===== src/rtl/wave_pkg.sv =====
// Shared geometry and capture-state encodings for the waveform capture/display pair.
package wave_pkg;

    localparam int DISP_W = 8;
    localparam int ADDR_W = 8;

    typedef enum logic [1:0] {
        WC_ARMED  = 2'd0,
        WC_ACTIVE = 2'd1,
        WC_WAIT   = 2'd2
    } wc_state_e;

endpackage


===== src/rtl/zero_cross_detect.sv =====
// Remembers the last accepted sample and flags a negative-to-non-negative transition.
module zero_cross_detect #(
    parameter int SAMPLE_W = 16
) (
    input  logic                       clk,
    input  logic                       reset,
    input  logic                       new_sample_ready,
    input  logic signed [SAMPLE_W-1:0] new_sample_in,
    output logic                       pos_crossing
);

    logic signed [SAMPLE_W-1:0] r_prev_sample;

    always_ff @(posedge clk) begin
        if (reset) begin
            r_prev_sample <= '0;
        end else if (new_sample_ready) begin
            r_prev_sample <= new_sample_in;
        end
    end

    // Sign bits alone decide the crossing: previous < 0 and current >= 0.
    assign pos_crossing = new_sample_ready
                        && r_prev_sample[SAMPLE_W-1]
                        && !new_sample_in[SAMPLE_W-1];

endmodule


===== src/rtl/wave_capture.sv =====
// Arms on a positive zero crossing, fills the idle RAM half with one capture,
// then swaps halves once the display reports idle.
module wave_capture
    import wave_pkg::*;
#(
    parameter int SAMPLE_W = 16,
    parameter int DISP_W   = wave_pkg::DISP_W,
    parameter int ADDR_W   = wave_pkg::ADDR_W
) (
    input  logic                clk,
    input  logic                reset,
    input  logic                new_sample_ready,
    input  logic [SAMPLE_W-1:0] new_sample_in,
    input  logic                wave_display_idle,
    output logic [ADDR_W:0]     write_address,
    output logic                write_enable,
    output logic [DISP_W-1:0]   write_sample,
    output logic                read_index,
    output wc_state_e           debug_state
);

    localparam logic [ADDR_W-1:0] LAST_IDX = '1;

    wc_state_e           r_state;
    wc_state_e           w_next_state;
    logic [ADDR_W-1:0]   r_count;
    logic [ADDR_W-1:0]   w_next_count;
    logic [ADDR_W-1:0]   w_write_idx;
    logic                w_write;
    logic                w_next_read_index;
    logic                w_pos_crossing;

    logic                r_write_enable;
    logic [ADDR_W:0]     r_write_address;
    logic [DISP_W-1:0]   r_write_sample;
    logic                r_read_index;

    zero_cross_detect #(
        .SAMPLE_W (SAMPLE_W)
    ) u_zero_cross_detect (
        .clk              (clk),
        .reset            (reset),
        .new_sample_ready (new_sample_ready),
        .new_sample_in    (new_sample_in),
        .pos_crossing     (w_pos_crossing)
    );

    always_ff @(posedge clk) begin
        if (reset) begin
            r_state <= WC_ARMED;
            r_count <= '0;
        end else begin
            r_state <= w_next_state;
            r_count <= w_next_count;
        end
    end

    always_comb begin
        w_next_state      = r_state;
        w_next_count      = r_count;
        w_write           = 1'b0;
        w_write_idx       = r_count;
        w_next_read_index = r_read_index;
        case (r_state)
            WC_ARMED: begin
                if (w_pos_crossing) begin
                    w_write      = 1'b1;
                    w_write_idx  = '0;
                    w_next_count = {{(ADDR_W-1){1'b0}}, 1'b1};
                    w_next_state = WC_ACTIVE;
                end
            end
            WC_ACTIVE: begin
                if (new_sample_ready) begin
                    w_write = 1'b1;
                    if (r_count == LAST_IDX) begin
                        w_next_count = '0;
                        w_next_state = WC_WAIT;
                    end else begin
                        w_next_count = r_count + 1'b1;
                    end
                end
            end
            WC_WAIT: begin
                // Strobes here only refresh the crossing history.
                if (wave_display_idle) begin
                    w_next_read_index = ~r_read_index;
                    w_next_state      = WC_ARMED;
                end
            end
            default: begin
                w_next_state = WC_ARMED;
            end
        endcase
    end

    // Address/data hold their last value between writes; only the strobe pulses.
    always_ff @(posedge clk) begin
        if (reset) begin
            r_write_enable  <= 1'b0;
            r_write_address <= '0;
            r_write_sample  <= '0;
            r_read_index    <= 1'b0;
        end else begin
            r_write_enable <= w_write;
            r_read_index   <= w_next_read_index;
            if (w_write) begin
                r_write_address <= {~r_read_index, w_write_idx};
                r_write_sample  <= {~new_sample_in[SAMPLE_W-1],
                                    new_sample_in[SAMPLE_W-2 -: DISP_W-1]};
            end
        end
    end

    assign write_enable  = r_write_enable;
    assign write_address = r_write_address;
    assign write_sample  = r_write_sample;
    assign read_index    = r_read_index;
    assign debug_state   = r_state;

endmodule


===== config.mk =====
export PLATFORM = sky130hd
export DESIGN_NAME = wave_capture
export DESIGN_NICKNAME = d
export VERILOG_FILES = /design/src/rtl/wave_pkg.sv /design/src/rtl/zero_cross_detect.sv /design/src/rtl/wave_capture.sv
export SDC_FILE = /design/constraint.sdc
export NUM_CORES = 1
export LEC_CHECK = 0
export BUFFER_PORTS_ARGS = -buffer_cell sky130_fd_sc_hd__buf_4
export CELL_PAD_IN_SITES_DETAIL_PLACEMENT = 0
export CELL_PAD_IN_SITES_GLOBAL_PLACEMENT = 1
export CORE_AREA = 4 4 65 67
export CTS_CLUSTER_SIZE = 12
export DETAILED_ROUTE_END_ITERATION = 12
export DIE_AREA = 0 0 69 71
export PLACE_DENSITY_LB_ADDON = 0.3
export SLEW_MARGIN = 20
export SYNTH_ARGS = -nofsm -noshare
export SYNTH_HDL_FRONTEND = slang
export SYNTH_SLANG_ARGS = --single-unit

===== constraint.sdc =====
create_clock -name clk -period 1.75 [get_ports clk]
set_clock_uncertainty 0.15 [all_clocks]
set_input_delay 0.0875 -clock clk [delete_from_list [all_inputs] [get_ports clk]]
set_output_delay 0.0875 -clock clk [all_outputs]
set_load 0.02 [all_outputs]

* Word-level counts from Yosys, hierarchy flattened
Index checks and enable logic that the tools add are counted.
** Word-level totals
- Register bits :: 45
- Input bits :: 20
- Logic and storage cells :: 39
** Cells by class
- $add $sub $neg :: 1
- Equality and inequality tests :: 7
- Multiplexer cells :: 14
- Bitwise operators :: 2
- Reductions and logical operators :: 8
** Operators by type and width (count)
- $mux W8 :: 5
- $pmux W8 S2 :: 1
- $add A8 B1 Y8 const B :: 1
- $eq A8 B8 Y1 const B :: 1
- $mux W2 :: 4
- $ne A2 B2 Y1 const B :: 3
- $pmux W2 S3 :: 1
- $reduce_and A4 Y1 :: 1
- $reduce_and A3 Y1 :: 1
- $eq A2 B1 Y1 const B :: 1
- $eq A2 B2 Y1 const B :: 1
- $logic_and A1 B1 Y1 :: 2
- $logic_not A2 Y1 :: 1
- $mux W1 :: 2
- $ne A2 B1 Y1 const B :: 1
- $not A1 Y1 :: 2
- $pmux W1 S2 :: 1
- $reduce_and A2 Y1 :: 1
- $reduce_bool A2 Y1 :: 1
- $logic_not A1 Y1 :: 1

* Longest topological paths before layout
- Depth after elaboration :: 4
- Gate-level depth with buffers :: 6
- Depth with buffers taken out :: 5

* Hierarchy
A second synthesis with hierarchy kept.
** Second synthesis, totals
- Cells, all modules :: 141
- Area, all modules :: 1270.0 sq um
** Modules (own cells, without submodules)
- wave_capture :: instances 1, cells an instance 137, area each 1226.2 sq um, sequential area each 580.6 sq um
- zero_cross_detect :: instances 1, cells an instance 4, area each 43.8 sq um, sequential area each 20.0 sq um

* Least setup slack after synthesis
No wires, ideal clock.
- Path kind :: register -> register
- From :: reg r_state[0], in the netlist debug_state[0]
- To :: reg r_count[5]
- Library setup time :: 70 ps
- Arrival time :: 1260 ps
- Path slack :: 270 ps
- Stages on the path, launching flop included :: 6
- Path buffers :: 1
- Path through :: dfxtp_1 -> buf_2 -> nor2b_1 -> o21ai_0 -> a21o_1 -> a21oi_1
** Between the ends
- Word-level cells in the longest chain between the ends :: 3
- Elaborated cells on any way between the ends :: 7
- Classes of those cells :: 3 x eq/ne; 1 x mux; 3 x reduce/logical
** Ends and longest elaborated chain
- from (decl) :: line wave_capture.sv:24 : wc_state_e r_state;
- from (signal assigned) :: line wave_capture.sv:53 : r_state <= w_next_state;
- $eq A2 B1 Y1 or $logic_not A2 Y1 (tied branches) :: line wave_capture.sv:64 : case (r_state)
- $ne A2 B2 Y1 (no source line) (tied with other cells)
- $reduce_and A3 Y1 (no source line)
- to (signal assigned) :: line wave_capture.sv:54 : r_count <= w_next_count;
- to (decl) :: line wave_capture.sv:26 : logic [ADDR_W-1:0] r_count;
Several ways; a longest one is shown, not always the timed one.
A chain may end at the register's enable or synchronous reset.

* Worst setup path in the final report
- From :: in new_sample_in[15]
- To :: reg r_write_address[8], in the netlist write_address[8]
** Between the ends
- Word-level cells in the longest chain between the ends :: 4
** Ends and longest elaborated chain
- from (decl) :: line wave_capture.sv:13 : input logic [SAMPLE_W-1:0] new_sample_in,
- $logic_not A1 Y1 :: line zero_cross_detect.sv:25 : && !new_sample_in[SAMPLE_W-1];
- $logic_and A1 B1 Y1 :: line zero_cross_detect.sv:25
- $mux W1 :: line wave_capture.sv:66 : if (w_pos_crossing) begin
- $pmux W1 S2 :: line wave_capture.sv:64
- to (signal assigned) :: line wave_capture.sv:108 : r_write_address <= {~r_read_index, w_write_idx};
- to (decl) :: line wave_capture.sv:34 : logic [ADDR_W:0] r_write_address;
No other way between the ends.

==> impl_metrics.env <==
export IMPL_area_growth_pct=39.4
export IMPL_cts_tree="yes"
export IMPL_wl_per_cell_um=12.5
export IMPL_grt_pass1_wl_um=4970
export IMPL_htree_levels=2
export IMPL_crit_fanout=6
export IMPL_viasPerCell=4.78
export IMPL_syn_nets=155
export IMPL_dp_hpwl_um=2020
export IMPL_core_area_mm2=0.00363
export IMPL_synth_distinct_cells=31
export IMPL_synth_area_mm2=0.00122
export IMPL_avgSynthCellArea_um2=9.14
export IMPL_fin_util_pct=47.0
export IMPL_cts_setup_buffers=0
export IMPL_fin_cells=229
export IMPL_antenna_found_initial=0
export IMPL_grt_pass1_vias=1109
export IMPL_grt_max_degree=19
export IMPL_yosysTopAreaCellShare_pct=49.0
export IMPL_numCtsBuffers=5
export IMPL_fin_crit_ns=1.66
export IMPL_status="finished clean"
export IMPL_routed_wl_um=2870
export IMPL_pre_cts_ws_ns=0.136
export IMPL_clk_latency_ns=0.28
export IMPL_dp_cells=210
export IMPL_cp_required_ns=1.78
export IMPL_ios=41
export IMPL_setup_tns_ns=0
export IMPL_period_share_pct=95.0
export IMPL_ant_nets=0
export IMPL_holdWs_ns=0.0503
export IMPL_die_height_um=71
export IMPL_yosysSeqAreaShare_pct=49.0
export IMPL_cts_path_max_buffers=2
export IMPL_relSlewSlack_pct=73.4
export IMPL_final_nets=201
export IMPL_hold_viol=0
export IMPL_layout_drive_gt1_share_pct=27.6
export IMPL_start_kind="primary input"
export IMPL_cts_root_buf="clkbuf_8"
export IMPL_setup_ws_ns=0.0868
export IMPL_diodes=0
export IMPL_arrival_ns=1.70
export IMPL_grt_ovfl_total=0
export IMPL_synth_warnings=0
export IMPL_ir_worst_vdd_mv=0.374
export IMPL_crit_path_end_kind="flip-flop"
export IMPL_hold_class="primary input to flip-flop"
export IMPL_rsz0062_at_grt="no"
export IMPL_cap_violations=0
export IMPL_final_max_slew_viol_count=0
export IMPL_grt_util_all_layers_pct=12.7
export IMPL_synth_seq_cells=30
export IMPL_cts_num_sinks=30
export IMPL_std_cell_rows=22
export IMPL_via_count=1095
export IMPL_setup_violations=0
export IMPL_globalplace_congestion=0.735
export IMPL_p_leak_nw=0.740
export IMPL_dr_first_iter_drc_count=43
export IMPL_die_w_um=69
export IMPL_power_density_mw_per_mm2=805
export IMPL_max_freq_mhz=601
export IMPL_design_die_area_mm2=0.00490
export IMPL_yosysTopAreaCell="dfxtp_1"
export IMPL_drc=0
export IMPL_first_pass_iters=4
export IMPL_fillers=382
export IMPL_synth_area_leaders="dfxtp_1, mux2i_1, nand2_1, a21oi_1, nor2_1"
export IMPL_tightestPinTransition_ns=0.398
export IMPL_clkTransAtPathRegs_ns=0.06
export IMPL_io_buffers=32
export IMPL_postSynthCellCount=134
export IMPL_start_util_pct=33.7
export IMPL_crit_type="primary input to flip-flop"
per-layer routing:
metal | track usage (%) | vias up | wire length, um
met5 | 0 | - | 0
met3 | 3.69 | 8 | 158
met2 | 21.9 | 32 | 1440
met4 | 7.16 | 0 | 61
li1 | - | 548 | -
met1 | 13.9 | 507 | 1210
layout by cell type, fill, tap and decap left out, drive strengths merged, types with 4 or more instances in the layout:
| cell type | netlist | layout |
|---|---|---|
| mux2i | 9 | 9 |
| a21oi | 13 | 13 |
| clkbuf | 2 | 7 |
| nand2 | 20 | 20 |
| o21ai | 6 | 6 |
| dfxtp | 30 | 30 |
| nor2 | 16 | 16 |
| xor2 | 4 | 4 |
| buf | 5 | 35 |
| dlygate4sd3 | 0 | 11 |
worst paths after layout:
check                      to  slack, ns         startpoint  cells after the start
max          write_address[8]       0.09  new_sample_in[15]                      7
min            debug_state[0]       0.05   new_sample_ready                      4
max reg2reg  write_address[8]       0.11     debug_state[1]                      5
min reg2reg   write_sample[2]       0.31    write_sample[2]                      2
final cells by class:
cell class	instances	area [um2]	share of cell area, %
sequential	30	602	35.2
multi-input combinational	95	574	33.6
timing repair buffer	46	373	21.8
clock buffer	7	86.3	5.05
tap	48	60.1	3.52
inverter	2	7.51	0.440
clock inverter	1	5.00	0.293
what timing repair did:
action / 4_1_cts / 5_1_grt
resized for setup: 0 / 2
setup endpoints to repair: 0 / 4
hold endpoints to repair: 16 / 0
hold buffers: 11 / 0
metrics by stage:
step	total power [mW]	instance area, um2
2_1_floorplan	0.769	1220
3_3_place_gp	0.806	1500
3_5_place_dp	0.809	1500
4_1_cts	1.39	1700
5_1_grt	1.44	1710
6_report	1.38	1710
critical path: stages:
cell and delay [ns]:
dlygate4sd3_1 0.53, buf_4 0.14, nor2b_2 0.29, o21a_1 0.21, buf_4 0.15, nor2_1 0.04
a211oi_1 0.24
power breakdown:
group | switching (mW) | total [mW] | internal (mW)
Clock | 0.245 | 0.561 | 0.316
Combinational | 0.0540 | 0.113 | 0.0591
Sequential | 0.00796 | 0.701 | 0.693
kinds of logic (layout without fill, tap and decap cells):
group | after synthesis | count (layout) | synth area share (%)
AOI/OAI and AO/OA | 27 | 27 | 14.2
xor gates and xnor gates | 4 | 4 | 2.86
adders and majority gates | 1 | 1 | 1.02
buffers and inverters | 9 | 56 | 4.29
DFF | 30 | 30 | 49.0
muxes | 9 | 9 | 7.35
and+or+nand+nor | 54 | 54 | 21.2
synthesized netlist by cell type (all sizes together):
library cell	n
a31oi	1
inv	2
nand2	20
nor2b	3
buf	5
a21oi	13
xor2	4
nand2b	2
ha	1
and4	1
o21a	1
o211ai	3
nand3b	3
nand4	2
and3	2
nand3	1
or2	1
nor2	16
mux2i	9
clkbuf	2
a211oi	1
o32a	1
o21ai	6
or3	3
dfxtp	30
a21o	1
sequential cells by signal (all words and copies together), names as in the netlist:
register,cells
write_enable,1
write_sample,8
r_count,8
u_zero_cross_detect.r_prev_sample,1
write_address,9
read_index,1
debug_state,2
No activity file was read; power rests on OpenSTA's default activity.
